## config.mk

```make
export PLATFORM = sky130hd
export DESIGN_NAME = sp_ram_arb2
export DESIGN_NICKNAME = d
export VERILOG_FILES = /design/src/rtl/sp_ram_arb2.sv
export SDC_FILE = /design/constraint.sdc
export NUM_CORES = 1
export LEC_CHECK = 0
export ABC_CLOCK_PERIOD_IN_PS = 1600
export CORE_MARGIN = 2
export CORE_UTILIZATION = 27
export CTS_CLUSTER_DIAMETER = 50
export DETAILED_ROUTE_END_ITERATION = 8
export PLACE_DENSITY = 0.84
export SLEW_MARGIN = 20
export SYNTH_ARGS = -nofsm -noshare
export SYNTH_HDL_FRONTEND = slang
export SYNTH_SLANG_ARGS = --single-unit
```

## constraint.sdc

```tcl
create_clock -name clk -period 1.6 [get_ports clk]
set_input_delay 0.32 -clock clk [delete_from_list [all_inputs] [get_ports clk]]
set_output_delay 0.32 -clock clk [all_outputs]
set_load 0.02 [all_outputs]
```

## src/rtl/sp_ram_arb2.sv

```systemverilog
// Two-master round-robin front end for a single-port word SRAM with a 1-cycle registered read.
// Returns rvalid/rdata to the owning master one cycle after grant and keeps saturating stall counters.
`timescale 1ns/1ps
module sp_ram_arb2 #(
  parameter int ADDR_WIDTH = 8,
  parameter int CNT_WIDTH  = 16
) (
  input  logic                  clk,
  input  logic                  rst_n,

  input  logic                  m0_req_i,
  input  logic [ADDR_WIDTH+1:0] m0_addr_i,
  input  logic                  m0_we_i,
  input  logic [3:0]            m0_be_i,
  input  logic [31:0]           m0_wdata_i,
  output logic                  m0_gnt_o,
  output logic                  m0_rvalid_o,
  output logic [31:0]           m0_rdata_o,
  output logic [CNT_WIDTH-1:0]  m0_stall_cnt_o,

  input  logic                  m1_req_i,
  input  logic [ADDR_WIDTH+1:0] m1_addr_i,
  input  logic                  m1_we_i,
  input  logic [3:0]            m1_be_i,
  input  logic [31:0]           m1_wdata_i,
  output logic                  m1_gnt_o,
  output logic                  m1_rvalid_o,
  output logic [31:0]           m1_rdata_o,
  output logic [CNT_WIDTH-1:0]  m1_stall_cnt_o,

  output logic                  ram_en_o,
  output logic [ADDR_WIDTH-1:0] ram_addr_o,
  output logic [31:0]           ram_wdata_o,
  output logic                  ram_we_o,
  output logic [3:0]            ram_be_o,
  input  logic [31:0]           ram_rdata_i
);

  localparam logic [CNT_WIDTH-1:0] CNT_ONE = 1;
  localparam logic [CNT_WIDTH-1:0] CNT_MAX = '1;

  logic                 prio_q, prio_d;
  logic                 rsp_valid_q, rsp_valid_d;
  logic                 rsp_owner_q, rsp_owner_d;
  logic                 rsp_write_q, rsp_write_d;
  logic [CNT_WIDTH-1:0] stall0_q, stall0_d;
  logic [CNT_WIDTH-1:0] stall1_q, stall1_d;
  logic                 gnt0, gnt1;

  // The byte-offset bits are part of the master address but never reach the word-wide SRAM.
  logic unused_addr_lsbs;
  assign unused_addr_lsbs = ^{m0_addr_i[1:0], m1_addr_i[1:0]};

  // Round-robin arbitration; grants are forced low while reset is held.
  always_comb begin
    // NOTE: every always_comb output gets a default first so no path can infer a latch.
    gnt0 = 1'b0;
    gnt1 = 1'b0;
    if (rst_n) begin
      if (m0_req_i && m1_req_i) begin
        gnt0 = ~prio_q;
        gnt1 = prio_q;
      end else begin
        gnt0 = m0_req_i;
        gnt1 = m1_req_i;
      end
    end
  end

  assign m0_gnt_o = gnt0;
  assign m1_gnt_o = gnt1;

  always_comb begin
    ram_en_o    = 1'b0;
    ram_addr_o  = '0;
    ram_wdata_o = '0;
    ram_we_o    = 1'b0;
    ram_be_o    = 4'h0;
    if (gnt0) begin
      ram_en_o    = 1'b1;
      ram_addr_o  = m0_addr_i[ADDR_WIDTH+1:2];
      ram_wdata_o = m0_wdata_i;
      ram_we_o    = m0_we_i;
      ram_be_o    = m0_we_i ? m0_be_i : 4'hF;
    end else if (gnt1) begin
      ram_en_o    = 1'b1;
      ram_addr_o  = m1_addr_i[ADDR_WIDTH+1:2];
      ram_wdata_o = m1_wdata_i;
      ram_we_o    = m1_we_i;
      ram_be_o    = m1_we_i ? m1_be_i : 4'hF;
    end
  end

  always_comb begin
    prio_d      = prio_q;
    rsp_valid_d = gnt0 | gnt1;
    rsp_owner_d = gnt1;
    rsp_write_d = gnt1 ? m1_we_i : m0_we_i;
    stall0_d    = stall0_q;
    stall1_d    = stall1_q;
    if (gnt0) begin
      prio_d = 1'b1;
    end else if (gnt1) begin
      prio_d = 1'b0;
    end
    if (m0_req_i && !gnt0 && stall0_q != CNT_MAX) stall0_d = stall0_q + CNT_ONE;
    if (m1_req_i && !gnt1 && stall1_q != CNT_MAX) stall1_d = stall1_q + CNT_ONE;
  end

  // NOTE: state registers use non-blocking assignments and a reset tested inside the clocked block,
  // so reset is synchronous and every register updates from the same pre-edge values.
  always_ff @(posedge clk) begin
    if (!rst_n) begin
      prio_q      <= 1'b0;
      rsp_valid_q <= 1'b0;
      rsp_owner_q <= 1'b0;
      rsp_write_q <= 1'b0;
      stall0_q    <= '0;
      stall1_q    <= '0;
    end else begin
      prio_q      <= prio_d;
      rsp_valid_q <= rsp_valid_d;
      rsp_owner_q <= rsp_owner_d;
      rsp_write_q <= rsp_write_d;
      stall0_q    <= stall0_d;
      stall1_q    <= stall1_d;
    end
  end

  assign m0_rvalid_o    = rsp_valid_q & ~rsp_owner_q;
  assign m1_rvalid_o    = rsp_valid_q & rsp_owner_q;
  assign m0_rdata_o     = (m0_rvalid_o && !rsp_write_q) ? ram_rdata_i : 32'h0;
  assign m1_rdata_o     = (m1_rvalid_o && !rsp_write_q) ? ram_rdata_i : 32'h0;
  assign m0_stall_cnt_o = stall0_q;
  assign m1_stall_cnt_o = stall1_q;

endmodule

```

# --- Word-level counts from Yosys, hierarchy flattened ---
# Cells that the tools add are included.
totals:
  regBits: 36
  in_bits: 130
  wordCells: 47
  output_inout_bits: 146
classes:
  bitwise: 5
  n_mux: 21
  n_addsub: 2
  eq_ne: 2
  reduce_logical: 11
op_table:
  columns: ["cell", "count"]
  rows:
  - ["$mux W32", 4]
  - ["$add A16 B1 Y16 const B", 2]
  - ["$ne A16 B16 Y1 const B", 2]
  - ["$mux W4", 4]
  - ["$mux W8", 2]
  - ["$mux W1", 11]
  - ["$logic_and A1 B1 Y1", 7]
  - ["$logic_not A1 Y1", 3]
  - ["$and A1 B1 Y1", 2]
  - ["$not A1 Y1", 2]
  - ["$reduce_bool A2 Y1", 1]
  - ["$or A1 B1 Y1", 1]

# --- Depth between registers and ports, before layout ---
depth:
  depth_word: 6
  ltp_mapped: 7
  mapped_depth_nobuf: 5

# --- Least setup slack after synthesis ---
# No wires, ideal clock.
synth_path:
  kind: "register -> register"
  start: "register stall1_q[0] (netlist: m1_stall_cnt_o[0])"
  end: "register stall1_q[3] (netlist: m1_stall_cnt_o[3])"
  required_ns: 1.468
  path_stages_with_launch: 6
  setup_slack_ns: -0.273
  setup_ns: 0.132
  arrival_time_ns: 1.740
  n_path_buf: 0
  synth_period_minus_slack_ns: 1.873
  path_cell_list: "dfxtp_1 ha_1 nand3_1 nor4_1 or4b_2 a21oi_1"
synth_via:
  elab_chain_cells: 2
  word_cells_on_any_way: 3
  classes_between: "1 x add/sub; 1 x eq/ne; 1 x reduce/logical"
synth_rtl:
  columns: ["item", "line", "text"]
  rows:
  - ["start, declared", "47", "logic [CNT_WIDTH-1:0] stall1_q, stall1_d;"]
  - ["start signal, assigned", "126", "stall1_q <= stall1_d;"]
  - ["parallel branches: the longest is 2 deep, another holds $add A16 B1 Y16", null, null]
# Parallel ways; which one is timed is not known.
# A chain may end at the register's enable or synchronous reset.

# --- Worst setup path in the final report ---
layout_path:
  start: "register prio_q"
  end: "output ram_addr_o[2]"
layout_via:
  elab_chain_cells: 4
  word_cells_on_any_way: 7
  classes_between: "6 x mux; 1 x bitwise"
layout_rtl:
  columns: ["item", "line", "text"]
  rows:
  - ["start, declared", "42", "logic prio_q, prio_d;"]
  - ["start signal, assigned", "121", "prio_q <= prio_d;"]
  - ["$mux W1 / $not A1 Y1 (equally long branches)", "60, 61", null]
  - ["$mux W1, on equally long branches", "59, 60", null]
  - ["$mux W8 / $mux W1 (equally long branches)", "85, 59", null]
  - ["$mux W8 *", "79", "if (gnt0) begin"]
  - ["end, declared", "32", "output logic [ADDR_WIDTH-1:0] ram_addr_o,"]
# Mark *: on every way between the ends. The rest lies on a longest branch, timed or not.

==> results.md <==
* Run status: finished, violations left
* Violated checks: setup timing
* Synthesized net count at 498
* Clock tree buffer depth at 2
* FF-to-FF setup slack at -0.17 ns
* Max stage delay cell, worst path: dfxtp_2
* Fill count at 609
* EDFF count, synth at 0
* CTS tree: built
* Max VDD drop at 0.335 mV
* DRC Markers at 0
* Final Max Tran Viols at 0
* Clock latency at the later pin of the worst-skew pair at around 0.29 ns
* Top FF cell, synth: dfxtp_1
* Clock H-tree levels at 2
* Core Box Area at 10,200 µm²
* Gp weighted congestion at 0.915
* Setup TNS at -28.40 ns
* Met3 WL post-DR at 1890 µm
* Yosys Warn Count at 0
* CTS Hold Bufs at 0
* Row cnt at 37
* Metal1 wirelength at 7030 µm
* Main area contributors after synthesis: dfxtp_1 26%, and2_1 15%, a22o_1 13%
* Initial Util at a little over a quarter
* Largest net degree at the start of global routing at 19
* First-pass GRT wire length at 27,000 µm
* # port buffers at 271
* Number of global-route vias before repair at ~4,700
* FF+latch count, synth at 36
* GRT Resource Usage Total at roughly 31%
* Die Height at 106 µm
* Startpoint type of the worst setup path: flop
* Slowest stage delay, CP at 0.35 ns
* Worst-path cell chain: buf_4 -> a21oi_2 -> nand2_2 -> clkinv_4 -> buf_16 -> buf_12 -> a22o_4 -> buf_6
* Syn Inst Count at 366
* Area Overhead vs Synth at 186%
* Gr ovfl total at 0
* RSZ-0062 raised after global routing: yes
* Max-Cap Viols at 0
* Async S/R FF share, synth at 0%
* Ports at about 280
* HP Class: flop to flop
* PwrDens at 412 nW/µm²
* Crit path kind: flop to output port
* TritonCTS Sinks at 36
* Clock transition at path regs at approximately 0.080 ns
* Top Layer Used: met5
* Leakage at 3.55 nW
* Tmin final at 2.02 ns
* CP endpoint kind: output port
* Yosys top cell by area: dfxtp_1
* Yosys cell types at 43
* Final Hold Fails at 0
* Max Fclk at 0.496 GHz
* Routed length per instance at 22.2 µm
* Die W at 106 µm
* Slew @ Worst Pin at 0.491 ns
* Crit Path Max Fanout at 8
* Detail Route met2 WL at ~10,000 µm
* Endpoints failing setup at 126
* Root Buffer: clkbuf_8
* Die area at 11,200 µm²
* Seq/Total Area, Yosys at 25.6%
* Fin Clk Skew at 0.00762 ns
* Relative slew slack at 67.1%
* Avg Cell Area, Syn at roughly 7.7 µm²
* Syn Std Cell Area at 2810 µm²
* Initial antenna violation count at 7
* Nets@finish at 884
* Cts bufs inserted at 5
* Slack of the critical path at -0.416 ns
* Drt initial violations at 282
* Arr. time, crit path at 1.70 ns
* Worst path required time at 1.28 ns
* Area share of the leading cell type in the synthesized netlist at 25.6%
* Drt pass-1 iters at 5
* Vias per cell at about 5.3
* Total number of vias at 4,770
* Total Wirelength at 19,800 µm
* DP Wirelength at 12,800 µm
* Share of cells above drive strength 1 at between 50% and 60%
* ANT nets after route at 0
* Placement Setup Slack at -1.10 ns
* Period Utilization, post-route at 126%
[worst paths after layout]
kind	cells after the start	from	to
worst max-delay path	8	prio_q	ram_addr_o[2]
worst min-delay path	2	m0_stall_cnt_o[10]	m0_stall_cnt_o[10]
worst max register to register	7	prio_q	m1_stall_cnt_o[7]
worst min register to register	2	m0_stall_cnt_o[10]	m0_stall_cnt_o[10]
[repair_timing]
item                                    CTS  global route
endpoints found under the setup margin  178           143
gates cloned                             13             3
gates resized for setup                 788           122
pin swaps                                48            58
buffers inserted                         38            17
[metrics by stage]
step                      hold slack, ns  total power [mW]  cell area (µm²)  cells  utilization (%)
after floorplan                    0.446              1.43             3210    366                -
after global placement             0.464              2.19             6540    817             63.9
after detailed placement           0.470              2.20             6540    817             63.9
after CTS                          0.481              3.23             7630    876             74.5
after global routing               0.501              3.44             8050    892             78.7
final                              0.480              3.32             8060    894             78.8
[power by group]
| group | internal, mW | switching (mW) | total [mW] | leakage (nW) |
|---|---|---|---|---|
| Combinational | 0.965 | 0.672 | 1.64 | 3.18 |
| Clock | 0.400 | 0.369 | 0.769 | 0.0567 |
| Sequential | 0.894 | 0.0173 | 0.911 | 0.310 |
| Total | 2.26 | 1.06 | 3.32 | 3.55 |
[layer usage]
layer  up-vias  track usage, %
li1       2147               -
met3        48            11.8
met1      2298            33.5
met5         -               0
met4         4            9.87
met2       273            55.9
[state kept, by name, indices dropped and copies added, names as in the netlist]
name	cells
rsp_valid_q	1
m0_stall_cnt_o	16
rsp_owner_q	1
rsp_write_q	1
prio_q	1
m1_stall_cnt_o	16
[kinds of logic after synthesis]
group	count (synthesis)	synth area share (%)
flip-flops	36	25.6
multiplexers	9	3.20
buffers and inverters	36	5.34
AO/OA/AOI/OAI	102	26.4
adder cells (fa/ha/maj)	2	0.890
AND/OR/NAND/NOR	181	38.6
[Yosys cell counts (2+ instances only)]
library cell / instances
and2_1: 67
or3_1: 7
and4_1: 2
o31ai_1: 12
and3_1: 3
nor2_1: 9
or3b_2: 2
clkbuf_1: 17
o311ai_0: 2
buf_1: 2
or2_2: 2
nor3_1: 5
a22o_1: 41
o21ai_0: 16
nand3_1: 8
nor4_1: 8
nor3b_1: 2
nand4_1: 10
ha_1: 2
mux2i_1: 9
buf_2: 4
or4_1: 11
nor2b_1: 5
nand2_1: 24
o41ai_1: 3
a21oi_1: 23
inv_1: 11
nand2b_1: 9
dfxtp_1: 36
[layout make-up]
type                       instances  area [µm²]  share of cell area [%]
antenna                            5        12.5                   0.155
clock buffer                       6        93.8                    1.16
clock inverter                     2        11.3                   0.140
inverter                          12        50.0                   0.621
multi-input combinational        295        2790                    34.6
sequential                        36         790                    9.80
tap                              136         170                    2.11
timing repair buffer             402        4150                    51.4
[critical path: cells and delay by family (launching register included)]
| family | cells | cell delay [ns] |
|---|---|---|
| flops | 1 | 0.35 |
| simple gates | 1 | 0.10 |
| buf+inv | 5 | 0.65 |
| compound gates | 2 | 0.30 |
[cells in the final DEF, fill, tap and decap left out, drive strengths merged, types with 5 or more instances in the layout]
cell type      netlist  layout
a21oi               23      23
a22o                41      41
and2                67      67
buf                  6     243
clkbuf              18       8
clkdlybuf4s50        0     122
dfxtp               36      36
diode                0       5
dlygate4sd2          0      32
inv                 11      12
mux2i                9       9
nand2               24      24
nand2b               9       9
nand3                8       8
nand4               11      11
nor2                 9       9
nor2b                5       5
nor3                 5       5
nor4                 9       9
o21ai               16      16
o31ai               12      12
or3                  7       7
or4                 12      12
Power figures use the tool's default switching activity.
